[config.mk]
export PLATFORM = sky130hd
export DESIGN_NAME = prog_loader
export DESIGN_NICKNAME = d
export VERILOG_FILES = /design/src/rtl/sap_pkg.sv /design/src/rtl/prog_loader.sv
export SDC_FILE = /design/constraint.sdc
export NUM_CORES = 1
export LEC_CHECK = 0
export CAP_MARGIN = 20
export CORE_ASPECT_RATIO = 1.4
export CORE_MARGIN = 5
export CORE_UTILIZATION = 35
export DETAILED_ROUTE_END_ITERATION = 16
export GPL_TIMING_DRIVEN = 0
export HOLD_SLACK_MARGIN = 0.12
export MAX_ROUTING_LAYER = met4
export SLEW_MARGIN = 10
export SYNTH_ARGS = -nofsm -noshare
export SYNTH_HDL_FRONTEND = slang
export SYNTH_SLANG_ARGS = --single-unit
[constraint.sdc]
create_clock -name clk -period 1.6 [get_ports clk]
set_input_delay 0.24 -clock clk [delete_from_list [all_inputs] [get_ports clk]]
set_output_delay 0.24 -clock clk [all_outputs]
set_load 0.1 [all_outputs]
[src/rtl/sap_pkg.sv]
`default_nettype none
// ============================================================================
// Package     : sap_pkg
// Description : Shared SAP definitions: program-loader state encoding, RAM
//               geometry constants and instruction opcodes used by benches.
// Revision    : 1.0  initial release
// ============================================================================
package sap_pkg;

  // Program RAM geometry: 16 words of 8 bits
  localparam int SAP_ADDR_W = 4;
  localparam int SAP_DATA_W = 8;

  // Program-loader session states
  typedef enum logic [2:0] {
    IDLE    = 3'd0,
    LEN     = 3'd1,
    DATA    = 3'd2,
    CSUM    = 3'd3,
    RELEASE = 3'd4,
    DONE    = 3'd5,
    ERR     = 3'd6
  } loader_state_t;

  // SAP instruction opcodes (upper nibble of a program byte)
  localparam logic [3:0] LDA = 4'h1;
  localparam logic [3:0] ADD = 4'h2;
  localparam logic [3:0] SUB = 4'h3;
  localparam logic [3:0] STA = 4'h4;
  localparam logic [3:0] LDI = 4'h5;
  localparam logic [3:0] JMP = 4'h6;
  localparam logic [3:0] JC  = 4'h7;
  localparam logic [3:0] JZ  = 4'h8;
  localparam logic [3:0] OUT = 4'hE;
  localparam logic [3:0] HLT = 4'hF;

endpackage
`default_nettype wire

[src/rtl/prog_loader.sv]
`default_nettype none
// ============================================================================
// Module      : prog_loader
// Description : Write side of the program-RAM path. Takes a length byte and
//               a stream of program bytes, writes them to the program RAM
//               while the CPU is held in programming mode, then releases the
//               CPU through a controlled reset so it starts fetching at 0.
// Revision    : 1.0  initial release
// Option      : PROG_LOADER_CSUM_EN - when defined, a trailing checksum byte
//               (8-bit sum of the data bytes) is required; a mismatch parks
//               the block in ERR with the CPU held in reset.
// Ports       :
//   clk        in   system clock (posedge)
//   rst        in   asynchronous reset, active low
//   start      in   1-cycle pulse, begins a load session
//   in_valid   in   stream byte valid
//   in_data    in   stream byte
//   in_ready   out  byte accepted when in_valid && in_ready
//   ram_we     out  RAM write strobe, one cycle per data byte
//   ram_addr   out  RAM write address
//   ram_wdata  out  RAM write data
//   prog_mode  out  CPU sequencer frozen while high
//   cpu_rst_n  out  active-low CPU reset
//   busy       out  session in progress
//   done       out  last session loaded cleanly, CPU running
//   err        out  last session failed its checksum
// ============================================================================
module prog_loader
  import sap_pkg::*;
#(
  parameter int ADDR_W      = SAP_ADDR_W,
  parameter int DATA_W      = SAP_DATA_W,
  parameter int HOLD_CYCLES = 2
) (
  input  logic              clk,
  input  logic              rst,
  input  logic              start,
  input  logic              in_valid,
  input  logic [DATA_W-1:0] in_data,
  output logic              in_ready,
  output logic              ram_we,
  output logic [ADDR_W-1:0] ram_addr,
  output logic [DATA_W-1:0] ram_wdata,
  output logic              prog_mode,
  output logic              cpu_rst_n,
  output logic              busy,
  output logic              done,
  output logic              err
);

  localparam int                  c_HOLD_W    = (HOLD_CYCLES < 2) ? 1 : $clog2(HOLD_CYCLES + 1);
  localparam logic [c_HOLD_W-1:0] c_HOLD_LAST = c_HOLD_W'(HOLD_CYCLES);

  loader_state_t       r_state;
  logic [ADDR_W-1:0]   r_idx;
  logic [ADDR_W-1:0]   r_last_idx;
  logic [c_HOLD_W-1:0] r_hold;

  logic                w_accept;
  logic [ADDR_W:0]     w_len_field;
  logic [ADDR_W-1:0]   w_last_idx;

  assign w_accept    = in_valid & in_ready;
  assign w_len_field = in_data[ADDR_W:0];
  // The session length is kept as the index of the final byte. A length
  // field of 0 or >= capacity selects the full RAM; 0 - 1 already wraps to
  // all ones, so only the overflow bit needs an explicit case. Storing the
  // last index keeps idx within ADDR_W bits and it never has to wrap.
  assign w_last_idx  = w_len_field[ADDR_W] ? '1 : (w_len_field[ADDR_W-1:0] - 1'b1);

`ifdef PROG_LOADER_CSUM_EN
  logic [DATA_W-1:0] r_acc;
  logic              r_err;
  assign err = r_err;
`else
  assign err = 1'b0;
`endif

  always_ff @(posedge clk or negedge rst) begin
    if (!rst) begin
      r_state    <= IDLE;
      in_ready   <= 1'b0;
      ram_we     <= 1'b0;
      ram_addr   <= '0;
      ram_wdata  <= '0;
      prog_mode  <= 1'b0;
      cpu_rst_n  <= 1'b0;
      busy       <= 1'b0;
      done       <= 1'b0;
      r_idx      <= '0;
      r_last_idx <= '0;
      r_hold     <= '0;
`ifdef PROG_LOADER_CSUM_EN
      r_acc      <= '0;
      r_err      <= 1'b0;
`endif
    end else begin
      ram_we <= 1'b0;

      case (r_state)
        IDLE, DONE, ERR: begin
          if (start) begin
            r_state   <= LEN;
            in_ready  <= 1'b1;
            prog_mode <= 1'b1;
            cpu_rst_n <= 1'b0;
            busy      <= 1'b1;
            done      <= 1'b0;
            r_idx     <= '0;
`ifdef PROG_LOADER_CSUM_EN
            r_acc     <= '0;
            r_err     <= 1'b0;
`endif
          end else if (r_state == IDLE) begin
            // Leaving power-on reset: let the CPU run its (empty) program.
            cpu_rst_n <= 1'b1;
          end
        end

        LEN: begin
          if (w_accept) begin
            r_last_idx <= w_last_idx;
            r_state    <= DATA;
          end
        end

        DATA: begin
          if (w_accept) begin
            ram_we    <= 1'b1;
            ram_addr  <= r_idx;
            ram_wdata <= in_data;
`ifdef PROG_LOADER_CSUM_EN
            r_acc     <= r_acc + in_data;
`endif
            if (r_idx == r_last_idx) begin
`ifdef PROG_LOADER_CSUM_EN
              r_state  <= CSUM;
`else
              r_state  <= RELEASE;
              in_ready <= 1'b0;
              r_hold   <= '0;
`endif
            end else begin
              r_idx <= r_idx + 1'b1;
            end
          end
        end

`ifdef PROG_LOADER_CSUM_EN
        CSUM: begin
          if (w_accept) begin
            in_ready <= 1'b0;
            if (in_data == r_acc) begin
              r_state <= RELEASE;
              r_hold  <= '0;
            end else begin
              // CPU stays frozen and in reset until the next start.
              r_state <= ERR;
              busy    <= 1'b0;
              r_err   <= 1'b1;
            end
          end
        end
`endif

        RELEASE: begin
          // prog_mode drops one cycle after entering RELEASE so the final
          // RAM write always completes while the sequencer is still frozen.
          prog_mode <= 1'b0;
          if (r_hold == c_HOLD_LAST) begin
            r_state   <= DONE;
            cpu_rst_n <= 1'b1;
            busy      <= 1'b0;
            done      <= 1'b1;
          end else begin
            r_hold <= r_hold + 1'b1;
          end
        end

        default: begin
          r_state <= IDLE;
        end
      endcase
    end
  end

endmodule
`default_nettype wire

## Word level (Yosys, flattened, before mapping)

Index checks and enable logic that the tools add are counted.

- Logic and storage cells: 75
- Bits in registers: 31
- Bits of input ports: 12
- Output and inout bits: 19

- Reductions and logical operators: 14
- Eq/ne operators: 15
- Add/subtract/negate cells: 3
- Bitwise gates (word level): 1
- Multiplexer cells: 30

Operator list:

| operator | number |
|---|---|
| 4-bit 2-to-1 mux | 4 |
| 3-bit 2-to-1 mux | 5 |
| 2-bit inequality test, second input constant | 7 |
| 3-bit case mux with 4 select lines | 1 |
| 4-bit AND reduction | 3 |
| 1-bit 2-to-1 mux | 10 |
| 1-bit case mux with 2 select lines | 5 |
| 3-bit equality test, second input constant | 3 |
| 4-bit case mux with 2 select lines | 1 |
| 2-bit 2-to-1 mux | 3 |
| 2-bit AND reduction | 3 |
| 3-bit AND reduction | 2 |
| 2-bit nonzero test | 3 |
| 5-bit AND reduction | 1 |
| 4-bit by 1-bit adder with 4-bit output, second input constant | 1 |
| 4-bit equality test | 1 |
| 2-bit case mux with 2 select lines | 1 |
| 4-bit by 1-bit subtractor with 4-bit output, second input constant | 1 |
| 3-bit by 1-bit equality test with 1-bit output, second input constant | 1 |
| 3-bit by 2-bit equality test with 1-bit output, second input constant | 1 |
| 3-bit zero test | 1 |
| 3-bit inequality test, second input constant | 1 |
| 3-bit OR reduction | 1 |
| 2-bit by 1-bit adder with 2-bit output, second input constant | 1 |
| other kinds (2) | 2 |

## Logic depth before layout (Yosys ltp)

Gate-level depths: netlist of the first run.

- Word-level depth: 4
- Depth in mapped cells: 7

## Worst setup path before layout of the first run

OpenSTA, ideal clock, no wires.

- Path type: reg2reg
- Start point: register in_ready
- End point: register r_idx[1]
- Stages on the path, launching flop included: 6
- Arrival time: 1796 ps
- Setup slack: -322 ps
- Period minus slack after synthesis: 1922 ps
- Required time: 1473 ps
- Cell sequence: dfrtp_1 nand3b_4 or2_4 buf_2 o211ai_1 o21ai_1

- Longest elaborated chain between the ends: 3

Ends and longest elaborated chain:

| what | line | RTL |
|---|---|---|
| from (decl) | prog_loader.sv:40 | `output logic in_ready,` |
| from (signal assigned) | prog_loader.sv:82 | `in_ready <= 1'b0;` |
| from (signal assigned) | prog_loader.sv:104 | `in_ready <= 1'b1;` |
| from (signal assigned) | prog_loader.sv:140 | `in_ready <= 1'b0;` |
| 1-bit bitwise AND | prog_loader.sv:63 | `assign w_accept = in_valid & in_ready;` |
| 2-bit inequality test (no line) | - |  |
| 4-bit AND reduction (no line) | - |  |
| to (signal assigned) | prog_loader.sv:144 | `r_idx <= r_idx + 1'b1;` |
| to (decl) | prog_loader.sv:55 | `logic [ADDR_W-1:0] r_idx;` |

Every way passes these cells.
A chain may end at the register's enable or synchronous reset.

## Worst setup path in the final report of the first run

- Start point: register in_ready
- End point: output in_ready

No word-level cell between the ends.

==> impl_summary.txt, run 1 <==
----------------------------------------------------
[Global route]
  GRT Residual Overflow ... 0
  Initial antenna violation count ... 0
  Pin count of the biggest net entering global routing ... 32
  Combined global-route utilization of all metal layers ... 0.131
  Wire length of the first global-routing pass ... 5580 um
  Via count of the first global-routing pass ... 1,276

[Floorplan]
  Number of cell rows ... 28
  Number of placed I/O pins ... 31
  Initial Utilization ... 0.359
  Area of the die ... 5740 um^2
  Core area ... 4200 um^2
  Die Ht ... 87.7 um
  Die width ... 65.5 um

[Clock tree]
  Number of buffers created by CTS ... 5
  Clock transition at the register clock pins on the worst setup and hold paths after CTS ... 0.07 ns
  CTS tree ... built
  Deepest level of the CTS H-tree ... 2
  Clk Latency, worst-skew pair ... 0.28 ns
  CTS root buffer ... sky130_fd_sc_hd__clkbuf_8
  Total number of clock tree sinks ... 31
  Clock Tree Buf Depth ... 2

[Synthesis]
  Number of enable flip-flop cells after synthesis ... 0
  Nets in the synthesized netlist ... 172
  Share of the yosys chip area belonging to registers ... 0.514
  Number of distinct library cells after synthesis ... 40
  Most instantiated flip-flop cell in the synthesis netlist ... sky130_fd_sc_hd__dfrtp_1
  Mean area per synthesized cell ... 9.61 um^2
  Synthesis Warnings ... 0
  Post-synth design cell area ... 1510 um^2
  Synthesized instance count ... 157
  Fraction of registers with async set/reset ... 1.00
  Post-synthesis sequential element count ... 31

[Worst hold path]
  Min-delay worst type ... flip-flop to flip-flop
  Hold Crit Start ... ram_addr[0]$_DFFE_PN0P_

[Place]
  Detailed placer's ending HPWL ... 2310 um
  Weighted congestion at the end of routability-driven global placement ... 0.848
  Buffers added on ports ... 29
  DP Area ... 1850 um^2

[Setup path]
  Cell Chain, Critical Path ... clkdlybuf4s15_2
  Worst-path fanout max ... 3
  Critical path buffer and inverter count ... 1
  Launch instance of the worst register-to-register path ... r_state[1]$_DFFE_PN0P_
  Critical path's top delay family ... buffers and inverters
  Critical path arrival ... 1.27 ns
  Slack of the worst reg-to-reg path ... 0.15 ns
  Critical path data required time ... 1.36 ns
  Category of the most critical setup path ... flip-flop to output pin
  Start point of the critical path ... in_ready$_DFFE_PN0P_
  Element type at the critical path end ... output pin
  Slowest cell delay on critical path ... 0.56 ns
  CP max-delay cell ... sky130_fd_sc_hd__clkdlybuf4s15_2
  Type of element launching the critical path ... flip-flop

[STA]
  Share of the clock period used by the worst path after layout ... 0.941
  Setup repair after global routing missed its margin ... no
  Number of failing hold endpoints at the final stage ... 0
  Final setup fails ... 0
  Worst slew margin relative to its limit ... 0.538
  Final number of max-transition violations ... 0
  Clock period minus worst slack ... 1.51 ns
  Worst Tran Pin Value ... 0.694 ns
  Worst clock skew on the final layout ... 0.00608 ns
  Maximum clock frequency ... 664 MHz

[Pwr]
  Switching power summed over all nets ... 0.000342 W
  Cell area power density ... 731 nW/um^2
  Combinational share of power ... 0.049
  Net switching share of the total power ... 0.234
  Leakage power ... 0.926 nW
  Fraction of power consumed by the clock network ... 0.414
  Part of the power in registers ... 0.537
  Internal power component ... 0.00112 W
  Worst vdd ir ... 553 uV

[Drt]
  First-pass iteration count of the detailed router ... 4
  Average via count per standard cell ... 4.96
  Detail-routed net length per standard cell ... 12.9 um
  Wire length after detailed routing ... 3130 um
  Drt drc ... 0
  Number of DRC markers in iteration 0 ... 64
  Antenna viol nets, final ... 0
  Vias after detailed routing ... 1,201

[Cells and area]
  Share of the core filled with cells ... 0.475
  Antenna Diode Count ... 0
  Fraction of final layout cells sized beyond drive strength 1 ... 0.223
  Final design instance area without fill ... 2000 um^2
  Total number of nets in the final design ... 211
  Signed area change from the synthesized netlist to the final layout ... 32.3%

[Status]
  Run status ... finished clean

[Run]
  Maximum capacitance violations ... 0

----------------------------------------------------
## cell type report
type,instances,area (um^2)
flip-flops and latches,31,779
inverters,9,33.8
plain buffers,8,55.1
clock inverters,3,20.0
clock buffers,5,68.8
multi-input cells,109,649
well taps,45,56.3
fillers,418,2210
repair buffers,32,333
## power by group through the flow
stage / Sequential [W] / Clock [W] / Combinational [W]
global route: 0.000783 / 0.000667 / 0.0000806
floorplan: 0.000799 / 0 / 0.0000230
CTS: 0.000783 / 0.000625 / 0.0000737
detailed placement: 0.000798 / 0 / 0.0000718
finish: 0.000784 / 0.000603 / 0.0000720
global placement: 0.000798 / 0 / 0.0000723
## worst min-delay path: cells and delay by family (launching register included)
| kind | cells | cell delay (ns) |
|---|---|---|
| flip-flops | 1 | 0.34 |
| AND/OR/NAND/NOR | 2 | 0.10 |
## state kept, by name, indices dropped and copies added, names as in the netlist
signal and flops:
r_state 3, ram_wdata 8, cpu_rst_n 1, r_last_idx 4
busy 1, ram_addr 4, done 1, ram_we 1
in_ready 1, r_hold 2, r_idx 4, prog_mode 1
## layer usage
metal / share of wire / wire, um / track usage / vias up
met4: 0.012 / 38 / 0.0377 / 0
met2: 0.51 / 1590 / 0.218 / 34
li1: - / - / - / 605
met3: 0.048 / 151 / 0.0449 / 4
met1: 0.43 / 1350 / 0.147 / 558
met5: 0 / 0 / - / -
## cell families after synthesis
| family | count (synthesis) | share of synthesized area |
|---|---|---|
| buf+inv | 17 | 0.0589 |
| simple gates | 64 | 0.216 |
| fa+ha+maj | 3 | 0.0249 |
| xor+xnor | 8 | 0.0464 |
| other cells | 1 | 0.00249 |
| mux | 1 | 0.00663 |
| compound gates | 32 | 0.130 |
| flops | 31 | 0.514 |
## Yosys cell counts, types with 2 or more instances
cell	instances	area, um^2
sky130_fd_sc_hd__xnor2_1	8	70.1
sky130_fd_sc_hd__nor3_1	3	15.0
sky130_fd_sc_hd__o211ai_1	2	15.0
sky130_fd_sc_hd__nor2_1	8	30.0
sky130_fd_sc_hd__o21ai_1	2	10.0
sky130_fd_sc_hd__buf_4	4	30.0
sky130_fd_sc_hd__dfrtp_1	31	776
sky130_fd_sc_hd__nand2_1	35	131
sky130_fd_sc_hd__o21ai_0	12	60.1
sky130_fd_sc_hd__ha_1	3	37.5
sky130_fd_sc_hd__inv_1	8	30.0
sky130_fd_sc_hd__nand3b_1	2	15.0
sky130_fd_sc_hd__nand3_1	2	10.0
sky130_fd_sc_hd__buf_2	2	10.0
sky130_fd_sc_hd__a21oi_1	6	30.0
sky130_fd_sc_hd__nand4_1	2	12.5
sky130_fd_sc_hd__a31oi_1	4	25.0
## stage by stage
stage               TNS (ns)  cells  setup slack, ns  power (W)  hold slack [ns]
floorplan                  0    157           0.0733   0.000822          -0.0556
global placement      -13.25    231           -0.492   0.000871            0.457
detailed placement     -4.18    231           -0.186   0.000870            0.329
CTS                        0    240           0.0416    0.00148            0.479
global route               0    242          0.00611    0.00153            0.480
finish                     0    242           0.0946    0.00146            0.472
## placed cells by master (no fill, tap or decap), types with 2 or more instances in the layout
| cell type | instances |
|---|---|
| sky130_fd_sc_hd__nor2_1 | 8 |
| sky130_fd_sc_hd__buf_2 | 3 |
| sky130_fd_sc_hd__buf_4 | 6 |
| sky130_fd_sc_hd__inv_1 | 8 |
| sky130_fd_sc_hd__a21oi_1 | 6 |
| sky130_fd_sc_hd__nand4_1 | 2 |
| sky130_fd_sc_hd__clkinvlp_4 | 2 |
| sky130_fd_sc_hd__clkdlybuf4s15_2 | 18 |
| sky130_fd_sc_hd__nand3_1 | 2 |
| sky130_fd_sc_hd__ha_1 | 3 |
| sky130_fd_sc_hd__xnor2_1 | 8 |
| sky130_fd_sc_hd__nor3b_2 | 2 |
| sky130_fd_sc_hd__a31oi_1 | 4 |
| sky130_fd_sc_hd__nor3_1 | 3 |
| sky130_fd_sc_hd__o211ai_1 | 2 |
| sky130_fd_sc_hd__o21ai_1 | 2 |
| sky130_fd_sc_hd__nand3b_1 | 2 |
| sky130_fd_sc_hd__clkdlybuf4s50_1 | 10 |
| sky130_fd_sc_hd__dfrtp_1 | 30 |
| sky130_fd_sc_hd__o21ai_0 | 12 |
| sky130_fd_sc_hd__clkbuf_8 | 5 |
| sky130_fd_sc_hd__nand2_1 | 35 |
## worst paths after layout
kind / endpoint / depth (start not counted)
worst max register to register: ram_wdata[1]$_DFFE_PN0P_ / 5
worst min register to register: ram_addr[0]$_DFFE_PN0P_ / 2
min in group asynchronous: r_state[0]$_DFFE_PN0P_ / 2
worst min-delay path: ram_addr[0]$_DFFE_PN0P_ / 2
worst max-delay path: in_ready / 1
max in group asynchronous: in_ready$_DFFE_PN0P_ / 2
## repair_timing
item / CTS / global route
pin swaps: 0 / 1
hold endpoints to repair: 31 / 0
hold buffers: 1 / 0
resized for setup: 54 / 1
setup buffers: 0 / 2
endpoints found under the setup margin: 18 / 3
No activity file was read; power rests on OpenSTA's default activity.
==> run 2: changes to the inputs <==
Settings changed: CELL_PAD_IN_SITES_DETAIL_PLACEMENT from default to 0, CELL_PAD_IN_SITES_GLOBAL_PLACEMENT from default to 2, CORE_UTILIZATION 35 to 33, PLACE_DENSITY_LB_ADDON from default to 0.1, SLEW_MARGIN 10 to 20.
Clock period 1.6 ns to 1.88 ns, I/O delays scaled along.
==> run 2 against run 1 <==
Die area grew 5.2%. Cell count up 6.2%. Critical endpoint unchanged. Critical path type unchanged. Clock power rose by 13%.
==> impl_summary.txt, run 2 (synthesized netlist as in run 1, its figures left out) <==
----------------------------------------------------
[Floorplan]
  Core area ... 4500 um^2 (was 4200 um^2)
  Number of cell rows ... 29 (was 28)
  Die Ht ... 90.0 um (was 87.7 um)
  Die width ... 67.2 um (was 65.5 um)
  Initial Utilization ... 0.335 (was 0.359)
  Area of the die ... 6040 um^2 (was 5740 um^2)
  Number of placed I/O pins ... 31 (unchanged)

[Setup path]
  Critical R2R Capture ... r_state[1]$_DFFE_PN0P_ (was ram_wdata[1]$_DFFE_PN0P_)
  Critical path arrival ... 1.54 ns (was 1.27 ns)
  Slowest cell delay on critical path ... 0.86 ns (was 0.56 ns)
  CP max-delay cell ... sky130_fd_sc_hd__dlygate4sd2_1 (was sky130_fd_sc_hd__clkdlybuf4s15_2)
  Launch instance of the worst register-to-register path ... r_idx[0]$_DFFE_PN0P_ (was r_state[1]$_DFFE_PN0P_)
  Critical path buffer and inverter count ... 1 (unchanged)
  Category of the most critical setup path ... flip-flop to output pin (unchanged)
  Slack of the worst reg-to-reg path ... 0.31 ns (was 0.15 ns)
  Critical path's top delay family ... buffers and inverters (unchanged)
  Cell Chain, Critical Path ... dlygate4sd2_1 (was clkdlybuf4s15_2)
  Worst-path fanout max ... 3 (unchanged)
  Critical path data required time ... 1.60 ns (was 1.36 ns)
  Type of element launching the critical path ... flip-flop (unchanged)
  Register-to-Register Path Depth ... 4 (was 5)
  Element type at the critical path end ... output pin (unchanged)

[Place]
  Detailed placer's ending HPWL ... 2510 um (was 2310 um)
  Weighted congestion at the end of routability-driven global placement ... 0.794 (was 0.848)
  Post-Place Worst Slack ... 0.0590 ns (was -0.186 ns)
  Buffers added on ports ... 29 (unchanged)
  Post-placement cell count ... 248 (was 231)

[Clock tree]
  Total number of clock tree sinks ... 31 (unchanged)
  Deepest level of the CTS H-tree ... 2 (unchanged)
  CTS tree ... built (unchanged)
  Clk Latency, worst-skew pair ... 0.28 ns (about the same)
  Number of buffers created by CTS ... 5 (unchanged)
  Clock Tree Buf Depth ... 2 (unchanged)
  CTS root buffer ... sky130_fd_sc_hd__clkbuf_8 (unchanged)
  Clock transition at the register clock pins on the worst setup and hold paths after CTS ... 0.07 ns (about the same)

[STA]
  Final number of max-transition violations ... 0 (unchanged)
  Setup repair after global routing missed its margin ... no (unchanged)
  Final WS setup ... 0.0612 ns (was 0.0946 ns)
  Worst slew margin relative to its limit ... 0.356 (was 0.538)
  Worst clock skew on the final layout ... 0.00375 ns (was 0.00608 ns)
  Final setup fails ... 0 (unchanged)
  Maximum clock frequency ... 550 MHz
  Worst Tran Pin Value ... 0.970 ns (was 0.694 ns)
  Share of the clock period used by the worst path after layout ... 0.967
  TNS Setup ... 0 ns (unchanged)
  Number of failing hold endpoints at the final stage ... 0 (unchanged)
  Clock period minus worst slack ... 1.82 ns

[Cells and area]
  Flip-flop count of the largest register, all copies and words added ... 8 (unchanged)
  Signed area change from the synthesized netlist to the final layout ... 31.1% (was 32.3%)
  Antenna Diode Count ... 0 (unchanged)
  Total number of nets in the final design ... 209 (was 211)
  Fraction of final layout cells sized beyond drive strength 1 ... 0.118 (was 0.223)
  Register with the most flip-flops ... ram_wdata (unchanged)
  Most common cell after layout, fill and taps aside ... sky130_fd_sc_hd__nand2_1 (unchanged)
  Commonest cells after routing, fill and taps aside ... sky130_fd_sc_hd__nand2_1, sky130_fd_sc_hd__dfrtp_1, sky130_fd_sc_hd__dlygate4sd2_1, sky130_fd_sc_hd__o21ai_0, sky130_fd_sc_hd__clkdlybuf4s50_1 (was sky130_fd_sc_hd__nand2_1, sky130_fd_sc_hd__dfrtp_1, sky130_fd_sc_hd__clkdlybuf4s15_2, sky130_fd_sc_hd__o21ai_0, sky130_fd_sc_hd__clkdlybuf4s50_1)
  Filler-free cell count of the finished design ... 257 (was 242)
  Share of the core filled with cells ... 0.440 (was 0.475)

[Run]
  Maximum capacitance violations ... 0 (unchanged)

[Global route]
  Initial antenna violation count ... 0 (unchanged)
  Via count of the first global-routing pass ... 1,310 (was 1,276)
  Pin count of the biggest net entering global routing ... 32 (unchanged)
  GRT Residual Overflow ... 0 (unchanged)
  Wire length of the first global-routing pass ... 6020 um (was 5580 um)
  Combined global-route utilization of all metal layers ... 0.134 (was 0.131)

[Pwr]
  Net switching share of the total power ... 0.206 (was 0.234)
  Fraction of power consumed by the clock network ... 0.484 (was 0.414)
  Combinational share of power ... 0.044 (was 0.049)
  Internal power component ... 0.00112 W (about the same)
  Cell area power density ... 714 nW/um^2 (was 731 nW/um^2)
  Worst vdd ir ... 576 uV (was 553 uV)
  Leakage power ... 0.994 nW (was 0.926 nW)
  Switching power summed over all nets ... 0.000290 W (was 0.000342 W)
  Post-layout total power ... 0.00141 W (was 0.00146 W)
  Part of the power in registers ... 0.472 (was 0.537)

[Drt]
  Detail-routed net length per standard cell ... 13.7 um (was 12.9 um)
  Drt drc ... 0 (unchanged)
  Average via count per standard cell ... 4.68 (was 4.96)
  First-pass iteration count of the detailed router ... 4 (unchanged)
  Antenna viol nets, final ... 0 (unchanged)
  Vias after detailed routing ... 1,204 (was 1,201)
  Number of DRC markers in iteration 0 ... 53 (was 64)
  Wire length after detailed routing ... 3530 um (was 3130 um)

[Worst hold path]
  Hold Crit Start ... ram_wdata[0]$_DFFE_PN0P_ (was ram_addr[0]$_DFFE_PN0P_)
  Destination of the worst hold path ... ram_wdata[0]$_DFFE_PN0P_ (was ram_addr[0]$_DFFE_PN0P_)
  Min-delay worst type ... flip-flop to flip-flop (unchanged)
  Depth of the worst hold-timing path ... 2 (unchanged)

[Status]
  Run status ... finished clean (unchanged)

----------------------------------------------------
[run 2: cell count changes in the layout (fill, tap and decap cells not counted), moves of 2 or more]
| cell | previous run | this run |
|---|---|---|
| sky130_fd_sc_hd__dlygate4sd2_1 | 0 | 18 |
| sky130_fd_sc_hd__clkinvlp_4 | 2 | 0 |
| sky130_fd_sc_hd__buf_4 | 6 | 4 |
| sky130_fd_sc_hd__clkdlybuf4s15_2 | 18 | 0 |
[run 2: worst max path at each step]
stage / start / end / cells after the start
floorplan: in_ready$_DFFE_PN0P_ / r_idx[1]$_DFFE_PN0P_ / 5
global placement: rst / in_ready$_DFFE_PN0P_ / 1
detailed placement: in_valid / r_hold[1]$_DFFE_PN0P_ / 6
CTS: in_ready$_DFFE_PN0P_ / in_ready / 1
global route: in_ready$_DFFE_PN0P_ / in_ready / 1
finish: in_ready$_DFFE_PN0P_ / in_ready / 1
[run 2: final cells by class]
cell class                      instances  area, um^2
Buffer                                  8        55.1
Clock buffer                            6        82.6
Clock inverter                          2        35.0
Fill cell                             492        2520
Inverter                                9        33.8
Multi-Input combinational cell        109         644
Sequential cell                        31         777
Tap cell                               62        77.6
Timing Repair Buffer                   30         273
[run 2: metal layers]
| metal | wire length [um] | vias up | GRT usage |
|---|---|---|---|
| met4 | 74 | 0 | 0.0558 |
| met3 | 129 | 6 | 0.0337 |
| met5 | 0 | - | - |
| li1 | - | 598 | - |
| met2 | 1890 | 23 | 0.226 |
| met1 | 1440 | 577 | 0.146 |
[run 2: repair_timing]
item                                    CTS  global route
endpoints found under the setup margin   18             0
hold buffers                              1             0
hold endpoints to repair                 31             0
gates resized for setup                  18             0
buffers inserted                          0             0
[run 2: metrics by stage]
step | cell area (um^2) | hold slack (ns)
floorplan | 1510 | -0.0136
global placement | 1880 | 0.461
detailed placement | 1870 | 0.383
CTS | 1980 | 0.478
global route | 1980 | 0.505
finish | 1980 | 0.473
[run 2: power by group through the flow]
stage | combinational, W | sequential [W] | clock [W]
2_1_floorplan | 0.0000196 | 0.000680 | 0
3_3_place_gp | 0.0000629 | 0.000679 | 0
3_5_place_dp | 0.0000623 | 0.000679 | 0
4_1_cts | 0.0000642 | 0.000667 | 0.000707
5_1_grt | 0.0000694 | 0.000666 | 0.000735
6_report | 0.0000628 | 0.000667 | 0.000683
